[src/rtl/l1a_dly_line.sv]
// Purpose: programmable L1A latency line; each L1A re-emerges as a one-cycle pulse with a 4-bit sequence number.
// Latency: D = BASE_DLY + STEP_DLY*XL1DLYSET + (LAT_12_5US ? LONG_ADD : 0) cycles, fixed when the L1A is sampled.
// Backpressure: none upstream; up to DEPTH L1As outstanding, extra L1As are dropped and flagged on sticky OVF.
// Optional feature macro: L1A_DLY_SEQCHK_EN adds SEQERR (consistency pulse) and DROPCNT (saturating drop count).
module l1a_dly_line #(
    parameter int BASE_DLY = 100,
    parameter int STEP_DLY = 16,
    parameter int LONG_ADD = 400,
    parameter int DEPTH    = 8,
    localparam int AW      = $clog2(DEPTH)
) (
    input  logic          CLK,
    input  logic          RST,
    input  logic          L1A,
    input  logic [1:0]    XL1DLYSET,
    input  logic          LAT_12_5US,
    output logic          L1A_DLY,
    output logic [3:0]    L1A_SEQ,
    output logic [AW:0]   PENDING,
    output logic          OVF
`ifdef L1A_DLY_SEQCHK_EN
    ,
    output logic          SEQERR,
    output logic [15:0]   DROPCNT
`endif
);

    // Free-running timestamp; all targets live in this 10-bit modulo space.
    logic [9:0]    ts;

    // Target-timestamp ring buffer; pointers wrap for free because DEPTH is a power of two.
    logic [9:0]    tgt_mem [DEPTH];
    logic [AW-1:0] wr_ptr;
    logic [AW-1:0] rd_ptr;
    logic [AW:0]   count;
    logic [3:0]    seq_cnt;

    logic [9:0]    dly;
    logic [9:0]    head_tgt;
    logic          full;
    logic          pop;
    logic          push;
    logic          drop;

    // Latency for an L1A arriving this cycle and the push/pop/drop decisions.
    always_comb begin
        dly      = 10'(BASE_DLY)
                 + 10'(STEP_DLY) * {8'd0, XL1DLYSET}
                 + (LAT_12_5US ? 10'(LONG_ADD) : 10'd0);
        head_tgt = tgt_mem[rd_ptr];
        full     = (count == (AW+1)'(DEPTH));
        // Exact-match compare only: targets are pushed in time order and D < 1024,
        // so the head is always the next one to mature.
        pop      = (count != '0) && (head_tgt == ts);
        // A pop frees a slot in the same cycle, so a full queue still accepts then.
        push     = L1A && (!full || pop);
        drop     = L1A && full && !pop;
    end

    // Timestamp counter, wraps modulo 1024.
    always_ff @(posedge CLK) begin
        if (RST) begin
            ts <= '0;
        end else begin
            ts <= ts + 10'd1;
        end
    end

    // Store the maturity time of each accepted L1A; contents need no reset since pointers gate them.
    always_ff @(posedge CLK) begin
        if (push) begin
            tgt_mem[wr_ptr] <= ts + dly;
        end
    end

    // Queue pointers and occupancy; reset flushes everything outstanding.
    always_ff @(posedge CLK) begin
        if (RST) begin
            wr_ptr <= '0;
            rd_ptr <= '0;
            count  <= '0;
        end else begin
            if (push) begin
                wr_ptr <= wr_ptr + AW'(1);
            end
            if (pop) begin
                rd_ptr <= rd_ptr + AW'(1);
            end
            case ({push, pop})
                2'b10:   count <= count + (AW+1)'(1);
                2'b01:   count <= count - (AW+1)'(1);
                default: count <= count;
            endcase
        end
    end

    // Registered delayed-L1A pulse with its sequence number; sequence advances per delivered pulse.
    always_ff @(posedge CLK) begin
        if (RST) begin
            L1A_DLY <= 1'b0;
            L1A_SEQ <= 4'd0;
            seq_cnt <= 4'd0;
        end else begin
            L1A_DLY <= pop;
            if (pop) begin
                L1A_SEQ <= seq_cnt;
                seq_cnt <= seq_cnt + 4'd1;
            end
        end
    end

    // Sticky overflow flag, cleared only by reset.
    always_ff @(posedge CLK) begin
        if (RST) begin
            OVF <= 1'b0;
        end else if (drop) begin
            OVF <= 1'b1;
        end
    end

    assign PENDING = count;

`ifdef L1A_DLY_SEQCHK_EN
    logic seq_err_nxt;

    // A pop must only ever happen on a non-empty queue whose head target equals ts.
    always_comb begin
        seq_err_nxt = pop && ((head_tgt != ts) || (count == '0));
    end

    // Consistency pulse and saturating count of dropped L1As.
    always_ff @(posedge CLK) begin
        if (RST) begin
            SEQERR  <= 1'b0;
            DROPCNT <= 16'd0;
        end else begin
            SEQERR <= seq_err_nxt;
            if (drop && (DROPCNT != 16'hFFFF)) begin
                DROPCNT <= DROPCNT + 16'd1;
            end
        end
    end
`endif

endmodule
[config.mk]
export PLATFORM = sky130hd
export DESIGN_NAME = l1a_dly_line
export DESIGN_NICKNAME = d
export VERILOG_FILES = /design/src/rtl/l1a_dly_line.sv
export SDC_FILE = /design/constraint.sdc
export NUM_CORES = 1
export LEC_CHECK = 0
export ABC_CLOCK_PERIOD_IN_PS = 9800
export BUFFER_PORTS_ARGS = -buffer_cell sky130_fd_sc_hd__buf_2
export CORE_UTILIZATION = 50
export CTS_CLUSTER_SIZE = 24
export DETAILED_ROUTE_END_ITERATION = 6
export PLACE_DENSITY_LB_ADDON = 0.1
export RECOVER_POWER = 100
export SKIP_CTS_REPAIR_TIMING = 1
export SLEW_MARGIN = 20
export SYNTH_ARGS = -nofsm -noshare
export SYNTH_HDL_FRONTEND = slang
export SYNTH_SLANG_ARGS = --single-unit
[constraint.sdc]
create_clock -name CLK -period 9.8 [get_ports CLK]
set_clock_uncertainty 0.05 [all_clocks]
set_input_delay 0.49 -clock CLK [delete_from_list [all_inputs] [get_ports CLK]]
set_output_delay 0.49 -clock CLK [all_outputs]
set_load 0.02 [all_outputs]
* Word level (Yosys, flattened, before mapping)
Memory sizes are Yosys's and may differ from the RTL's. A register that Yosys moved wholly into a read port is not among the register bits.
Cells that the tools add are included.
** Cells by class
- Reductions and logical operators :: 9
- Mux-type cells :: 6
- $add $sub $neg :: 9
- Equality and inequality tests :: 4
** Operators with widths (count)
- $add A10 B1 Y10 const B :: 1
- $add A10 B10 Y10 :: 1
- $add A8 B9 Y10 :: 1
- $eq A10 B10 Y1 :: 1
- $mux W9 :: 1
- $add A4 B1 Y4 const B :: 2
- $add A7 B6 Y8 const A :: 1
- $pmux W4 S2 :: 1
- $add A3 B1 Y3 const B :: 2
- $mux W3 :: 2
- $eq A4 B4 Y1 const B :: 1
- $logic_and A1 B1 Y1 :: 4
- $reduce_bool A4 Y1 :: 1
- $sub A4 B1 Y4 const B :: 1
- $eq A2 B1 Y1 const B :: 1
- $eq A2 B2 Y1 const B :: 1
- $logic_not A1 Y1 :: 2
- $mux W1 :: 2
- $reduce_bool A2 Y1 :: 1
- $logic_or A1 B1 Y1 :: 1
** Word-level totals
- Bits in writable memories :: 80
- Word-level logic and storage cells :: 37
- Bits in registers :: 30
- Memories :: 1
** Memory list
- tgt_mem :: words 8, width 10, rd ports 1, clocked after memory_dff 1, wr ports 1, RTL line 32 : logic [9:0] tgt_mem [DEPTH];

* Logic depth before layout (Yosys ltp)
Gate-level depths: netlist of run 1.
- Word-level depth :: 6
- Depth in mapped cells :: 15
- Gate-level depth less buffers :: 11

* Least setup slack after synthesis of run 1
Ideal clock, no wire load.
- Kind :: reg2reg
- From :: register (tool-made name)
- To :: memory tgt_mem[2][0], enable pin
- Stages on the path, launching flop included :: 11
- Path slack :: 6.167 ns
- Data arrival time :: 3.179 ns
- Setup time :: 0.404 ns
- Data required time :: 9.346 ns
- Path through :: dfxtp_1 > clkbuf_1 > buf_2 > mux4_2 > mux2i_1 > xor2_1 > nor3b_1 > and4_1 > buf_4 > nor2_1 > nor4_1
** RTL lines (RTL line)
- end, declared :: 32

==> out/qor.json, run 1 <==
{
  "outcome": {"value": "complete, no violations"},
  "synth.cell_area": {"value": 0.00486, "unit": "mm²"},
  "totalNegativeSetupSlack": {"value": 0, "unit": "ps"},
  "cts_tree": {"value": "built"},
  "cp_data_required_time": {"value": 9870, "unit": "ps"},
  "report.final.setup_viol": {"value": 0},
  "slew_at_the_pin_closest_to_its_max_slew_limit": {"value": 1070, "unit": "ps"},
  "synth_top_flop_cell": {"value": "sky130_fd_sc_hd__edfxtp_1"},
  "drc": {"value": 0},
  "cp-end-kind": {"value": "flop"},
  "area_leader_netlist": {"value": "sky130_fd_sc_hd__edfxtp_1"},
  "asyncSetResetFlopFracSynth": {"value": 0, "unit": "%"},
  "max-cap-violations": {"value": 0},
  "fp.dieArea": {"value": 0.0101, "unit": "mm²"},
  "layout.cells.most_common_list": {"value": "sky130_fd_sc_hd__edfxtp_1 (80), sky130_fd_sc_hd__dfxtp_1 (33), sky130_fd_sc_hd__nor2_1 (29)"},
  "clk_root_buffer_cell": {"value": "sky130_fd_sc_hd__clkbuf_8"},
  "syn-instance-count": {"value": 342},
  "grt.overflow.total": {"value": 0},
  "critical_path.startpoint_type": {"value": "flop"},
  "cts_max_path_buffers": {"value": 2},
  "vdd_ir_drop_max": {"value": 0.106, "unit": "mV"},
  "vias_per_cell": {"value": 5.41},
  "yosys.cell_types.count": {"value": 44},
  "io_buffer_count": {"value": 15},
  "min_path_type": {"value": "primary input to flop"},
  "groute.usage.overall": {"value": 20.8, "unit": "%"},
  "vias_in_the_first_global_route": {"value": 2747},
  "total_leakage_power": {"value": 0.00190, "unit": "µW"},
  "layout.cells.most_common": {"value": "sky130_fd_sc_hd__edfxtp_1"},
  "fin_crit": {"value": 4770, "unit": "ps"},
  "final_hold_viol_count": {"value": 0},
  "die_w": {"value": 101, "unit": "µm"},
  "min-delay-start": {"value": "L1A"},
  "placeable_area": {"value": 0.00933, "unit": "mm²"},
  "grt_max_degree": {"value": 33},
  "critPathMaxFanout": {"value": 21},
  "htree_levels": {"value": 4},
  "synth_edf_count": {"value": 80},
  "antenna_violating_nets_post_route": {"value": 0},
  "design.portCount": {"value": 16},
  "vias": {"value": 2765},
  "yosysTopAreaCellShare": {"value": 49.5, "unit": "%"},
  "routed_wire_length_per_instance": {"value": 18.0, "unit": "µm"},
  "clk_pin_slew_worst_paths": {"value": 50, "unit": "ps"},
  "drt_first_iter_violations": {"value": 202},
  "cts_made_buffers": {"value": 17},
  "drt-pass1-iter-count": {"value": 4},
  "postRouteWirelength": {"value": 9220, "unit": "µm"},
  "fin_util": {"value": 59.7, "unit": "%"},
  "dp_slack": {"value": 5210, "unit": "ps"},
  "synth.ff_latch_count": {"value": 113},
  "timing.hold.ws": {"value": 341, "unit": "ps"},
  "post-layout-total-power": {"value": 1160, "unit": "µW"},
  "final_layout_size_suffix_gt1_share": {"value": 14.1, "unit": "%"},
  "final_critical_path_setup_slack": {"value": 5030, "unit": "ps"},
  "syn-mean-instance-area": {"value": 14.2, "unit": "µm²"},
  "numClockSinks": {"value": 113},
  "syn-num-nets": {"value": 363},
  "post_synth_main_area_contributors": {"value": "sky130_fd_sc_hd__edfxtp_1 (49%), sky130_fd_sc_hd__dfxtp_1 (14%), sky130_fd_sc_hd__mux4_2 (7.4%)"},
  "final.fill_count": {"value": 768},
  "crit_arrival": {"value": 4840, "unit": "ps"},
  "max-slew-margin-rel": {"value": 28.5, "unit": "%"},
  "fmax": {"value": 0.210, "unit": "GHz"},
  "multi_input_area": {"value": 0.00165, "unit": "mm²"},
  "finish.net_count": {"value": 390},
  "final.period_utilization": {"value": 48.7, "unit": "%"},
  "row_count": {"value": 35},
  "area.sequential": {"value": 0.00306, "unit": "mm²"},
  "rsz_0062_raised_after_global_routing": {"value": "no"},
  "detailed_place_hpwl": {"value": 5900, "unit": "µm"},
  "final-max-slew-violation-count": {"value": 0},
  "place.gp.congestion": {"value": 0.804},
  "yosys_warnings": {"value": 0},
  "power_density": {"value": 207, "unit": "mW/mm²"},
  "category_of_the_most_critical_setup_path": {"value": "flop to flop"},
  "clk-insertion-delay-late": {"value": 510, "unit": "ps"},
  "floorplan.initialDensity": {"value": 52.1, "unit": "%"},
  "antennaDiodeCount": {"value": 0},
  "number_of_antenna_violations_at_the_first_check_in_global_routing": {"value": 0},
  "synth_sequential_area_ratio": {"value": 63.1, "unit": "%"},
  "area_growth_syn_to_layout": {"value": 14.8, "unit": "%"},
  "die_y": {"value": 101, "unit": "µm"},
  "grt_pass1_wl": {"value": 14900, "unit": "µm"}
}
-- power breakdown --
group          switching [µW]  leakage [µW]  internal (µW)
registers                8.18      0.000995            529
clock network             199      0.000279            366
logic                    32.9      0.000621           20.8
-- final cells by class --
type	instances	area share [%]
flip-flops and latches	113	55.0
clock inverters	4	0.359
inverters	11	0.741
well taps	129	2.90
clock buffers	28	9.65
multi-input cells	203	29.6
repair buffers	23	1.80
-- Yosys cell counts (2+ instances only) --
cell type / instances
sky130_fd_sc_hd__o21ai_0: 5
sky130_fd_sc_hd__nor3_1: 6
sky130_fd_sc_hd__nor2b_1: 3
sky130_fd_sc_hd__buf_2: 3
sky130_fd_sc_hd__mux4_2: 16
sky130_fd_sc_hd__buf_6: 4
sky130_fd_sc_hd__mux2i_1: 17
sky130_fd_sc_hd__nand2_1: 24
sky130_fd_sc_hd__nor2_1: 29
sky130_fd_sc_hd__nor3b_1: 3
sky130_fd_sc_hd__mux2_1: 2
sky130_fd_sc_hd__a31oi_1: 3
sky130_fd_sc_hd__or3_1: 5
sky130_fd_sc_hd__ha_1: 14
sky130_fd_sc_hd__dfxtp_1: 33
sky130_fd_sc_hd__a21oi_1: 15
sky130_fd_sc_hd__clkbuf_1: 6
sky130_fd_sc_hd__buf_4: 2
sky130_fd_sc_hd__nand4_1: 7
sky130_fd_sc_hd__edfxtp_1: 80
sky130_fd_sc_hd__a31o_2: 2
sky130_fd_sc_hd__nand3_1: 4
sky130_fd_sc_hd__xor2_1: 11
sky130_fd_sc_hd__xnor2_1: 17
sky130_fd_sc_hd__inv_1: 11
sky130_fd_sc_hd__a21o_1: 2
-- sequential cells by signal, indices dropped and copies added (netlist names), named ones only --
register,cells
L1A_DLY,1
L1A_SEQ,4
OVF,1
PENDING,4
rd_ptr,3
seq_cnt,4
tgt_mem,80
ts,10
wr_ptr,3
-- critical path: stages, from the launching register on --
cell	delay, ps
sky130_fd_sc_hd__dfxtp_1	930
sky130_fd_sc_hd__mux4_2	600
sky130_fd_sc_hd__mux2i_1	240
sky130_fd_sc_hd__xnor2_1	140
sky130_fd_sc_hd__a2111oi_0	400
sky130_fd_sc_hd__and4_1	820
sky130_fd_sc_hd__o21ai_0	310
sky130_fd_sc_hd__nor2_1	880
-- kinds of logic after synthesis --
kind of cell               share of synthesized area (%)
and+or+nand+nor                                     8.58
DFF                                                 63.1
muxes                                               11.4
buffers and inverters                               2.86
adders and majority gates                           4.02
AOI/OAI and AO/OA                                   5.02
xor gates and xnor gates                            5.05
-- stage by stage --
stage | instance area [µm²] | std cells
2_1_floorplan | 4860 | 342
3_3_place_gp | 5060 | 479
3_5_place_dp | 5060 | 479
4_1_cts | 5620 | 511
5_1_grt | 5570 | 511
6_report | 5570 | 511
-- layer usage --
metal	track usage, %	vias up	wire length [µm]
met4	8.03	0	61
met2	31.8	70	4450
li1	-	1334	-
met1	28.6	1352	4310
met5	0	-	0
met3	5.62	9	389
-- worst paths after layout --
path | slack, ps | depth (start not counted) | end
max | 5030 | 7 | tgt_mem[4][9]
min | 340 | 3 | OVF
max reg2reg | 5030 | 7 | tgt_mem[4][9]
min reg2reg | 400 | 2 | L1A_SEQ[2]
Note: power is estimated with default switching activity, not from simulation.
==> inputs of run 2 (changes only) <==
- ABC_CLOCK_PERIOD_IN_PS: 9800 -> 4700
- clock period: 9.8 -> 4.7 ns (I/O delays scaled with it)
==> run 2 against run 1 <==
First-iteration DRC count grew 26%. Worst setup slack lost 4400 ps. Sequential cell count is the same. Combinational power grew 110%. Count of clock-buffer cells in the layout shrank 8. Critical endpoint is now tgt_mem[6][5]. Largest cell class unchanged. Largest power group is now registers.
==> out/qor.json, run 2 (synthesis results as in run 1) <==
{
  "max-slew-margin-rel": {"value": 38.0, "unit": "%"},
  "vias_per_cell": {"value": 5.43},
  "groute.usage.overall": {"value": 21.3, "unit": "%"},
  "placeable_area": {"value": 0.00933, "unit": "mm²"},
  "final_hold_viol_count": {"value": 0},
  "top_layer_used": {"value": "met4"},
  "postRouteWirelength": {"value": 9460, "unit": "µm"},
  "final.fill_count": {"value": 762},
  "clk_root_buffer_cell": {"value": "sky130_fd_sc_hd__clkbuf_8"},
  "max-cap-violations": {"value": 0},
  "slew_at_the_pin_closest_to_its_max_slew_limit": {"value": 929, "unit": "ps"},
  "antennaDiodeCount": {"value": 0},
  "grt.overflow.total": {"value": 0},
  "report.final.setup_viol": {"value": 0},
  "critPathMaxFanout": {"value": 17},
  "die_y": {"value": 101, "unit": "µm"},
  "post-layout-total-power": {"value": 2310, "unit": "µW"},
  "clk-insertion-delay-late": {"value": 510, "unit": "ps"},
  "floorplan.initialDensity": {"value": 52.1, "unit": "%"},
  "cts_made_buffers": {"value": 17},
  "place.gp.congestion": {"value": 0.757},
  "finish.net_count": {"value": 393},
  "row_count": {"value": 35},
  "critical_path.startpoint_type": {"value": "flop"},
  "io_buffer_count": {"value": 15},
  "totalNegativeSetupSlack": {"value": 0, "unit": "ps"},
  "cell_class_contributing_the_biggest_share_of_worst_path_delay": {"value": "flip-flops"},
  "htree_levels": {"value": 4},
  "grt_pass1_wl": {"value": 15000, "unit": "µm"},
  "numClockSinks": {"value": 113},
  "finish.instance_area": {"value": 0.00554, "unit": "mm²"},
  "antenna_violating_nets_post_route": {"value": 0},
  "slowest_delay": {"value": 920, "unit": "ps"},
  "rsz_0062_raised_after_global_routing": {"value": "no"},
  "finalNonFillerCells": {"value": 513},
  "dp.cells": {"value": 482},
  "fin_util": {"value": 59.4, "unit": "%"},
  "crit_arrival": {"value": 4210, "unit": "ps"},
  "detailed_place_hpwl": {"value": 6120, "unit": "µm"},
  "layout_top_registers": {"value": "tgt_mem x80, ts x10"},
  "grt_max_degree": {"value": 33},
  "drt_first_iter_violations": {"value": 254},
  "area.sequential": {"value": 0.00306, "unit": "mm²"},
  "crit_path_top_delay_cell": {"value": "sky130_fd_sc_hd__dfxtp_1"},
  "final.period_utilization": {"value": 87.0, "unit": "%"},
  "outcome": {"value": "complete, no violations"},
  "top_register": {"value": "tgt_mem"},
  "fmax": {"value": 0.245, "unit": "GHz"},
  "vias_in_the_first_global_route": {"value": 2784},
  "cp-end-kind": {"value": "flop"},
  "layout.cells.most_common": {"value": "sky130_fd_sc_hd__edfxtp_1"},
  "final_layout_size_suffix_gt1_share": {"value": 15.1, "unit": "%"},
  "layout.cells.most_common_list": {"value": "sky130_fd_sc_hd__edfxtp_1 (80), sky130_fd_sc_hd__dfxtp_1 (33), sky130_fd_sc_hd__nor2_1 (29)"},
  "final-max-slew-violation-count": {"value": 0},
  "fp.dieArea": {"value": 0.0101, "unit": "mm²"},
  "drt-pass1-iter-count": {"value": 5},
  "routed-wl-met2": {"value": 4460, "unit": "µm"},
  "power_density": {"value": 417, "unit": "mW/mm²"},
  "category_of_the_most_critical_setup_path": {"value": "flop to flop"},
  "design.portCount": {"value": 16},
  "multi_input_area": {"value": 0.00165, "unit": "mm²"},
  "fin_crit": {"value": 4090, "unit": "ps"},
  "critPathBufInv": {"value": 1},
  "min_path_type": {"value": "primary input to flop"},
  "clk_pin_slew_worst_paths": {"value": 50, "unit": "ps"},
  "cts_tree": {"value": "built"},
  "number_of_antenna_violations_at_the_first_check_in_global_routing": {"value": 0},
  "total_leakage_power": {"value": 0.00190, "unit": "µW"},
  "area_growth_syn_to_layout": {"value": 14.0, "unit": "%"},
  "vdd_ir_drop_max": {"value": 0.308, "unit": "mV"},
  "cp_data_required_time": {"value": 4820, "unit": "ps"},
  "routed_wire_length_per_instance": {"value": 18.4, "unit": "µm"},
  "cts_max_path_buffers": {"value": 2},
  "met1_length": {"value": 4290, "unit": "µm"},
  "number_of_flip_flops_in_the_largest_register": {"value": 80},
  "vias": {"value": 2787},
  "post_dp_cell_area": {"value": 0.00508, "unit": "mm²"},
  "met3WireLength": {"value": 566, "unit": "µm"},
  "list_of_cells_traversed_by_the_critical_path": {"value": "mux4_2 -> mux2i_1 -> xnor2_1 -> a2111oi_0 -> and4_1 -> o21ai_0 -> nor3_1 -> clkbuf_2"},
  "die_w": {"value": 101, "unit": "µm"},
  "drc": {"value": 0}
}
==> run 2: cell count changes in the layout (fill, tap and decap cells not counted), sizes merged <==
cell / before / now
buf: 7 / 8
clkinv: 4 / 10
clkbuf: 44 / 38
bufinv: 0 / 1
==> run 2: routing by layer <==
| metal | global-route usage (%) | vias up |
|---|---|---|
| met5 | 0 | - |
| met4 | 9.03 | 0 |
| met3 | 5.06 | 14 |
| met2 | 32.6 | 81 |
| met1 | 29.4 | 1351 |
| li1 | - | 1341 |
==> run 2: power breakdown <==
part	switching [µW]	internal, µW
sequential	17.1	1100
combinational	68.2	42.3
clock	399	679
total	484	1820
==> run 2: cell type report <==
class | count | share of cell area [%]
flip-flops and latches | 113 | 55.3
well taps | 129 | 2.91
inverters | 11 | 0.746
repair buffers | 26 | 2.26
multi-input cells | 203 | 29.8
clock buffers | 20 | 7.68
clock inverters | 11 | 1.31
==> run 2: worst paths after layout <==
kind	slack, ps	start	cells after the start	to
worst min register to register	400	L1A_SEQ[2]	2	L1A_SEQ[2]
worst max register to register	610	flop	8	tgt_mem[6][5]
worst min-delay path	70	L1A	3	OVF
worst max-delay path	610	flop	8	tgt_mem[6][5]
==> run 2: per-stage QoR <==
| stage | hold WS (ps) | worst slack (ps) |
|---|---|---|
| 6_report | 72.9 | 612 |
| 5_1_grt | 92.6 | 233 |
| 4_1_cts | 56.9 | 789 |
| 3_5_place_dp | 394 | 819 |
| 3_3_place_gp | 387 | 915 |
| 2_1_floorplan | 383 | 1070 |
==> run 2: worst register-to-register path, stage by stage, from the launching register on <==
cell                        delay, ps
sky130_fd_sc_hd__dfxtp_1          920
sky130_fd_sc_hd__mux4_2           600
sky130_fd_sc_hd__mux2i_1          170
sky130_fd_sc_hd__xnor2_1          100
sky130_fd_sc_hd__a2111oi_0        560
sky130_fd_sc_hd__and4_1           510
sky130_fd_sc_hd__o21ai_0          240
sky130_fd_sc_hd__nor3_1           210
sky130_fd_sc_hd__clkbuf_2         370
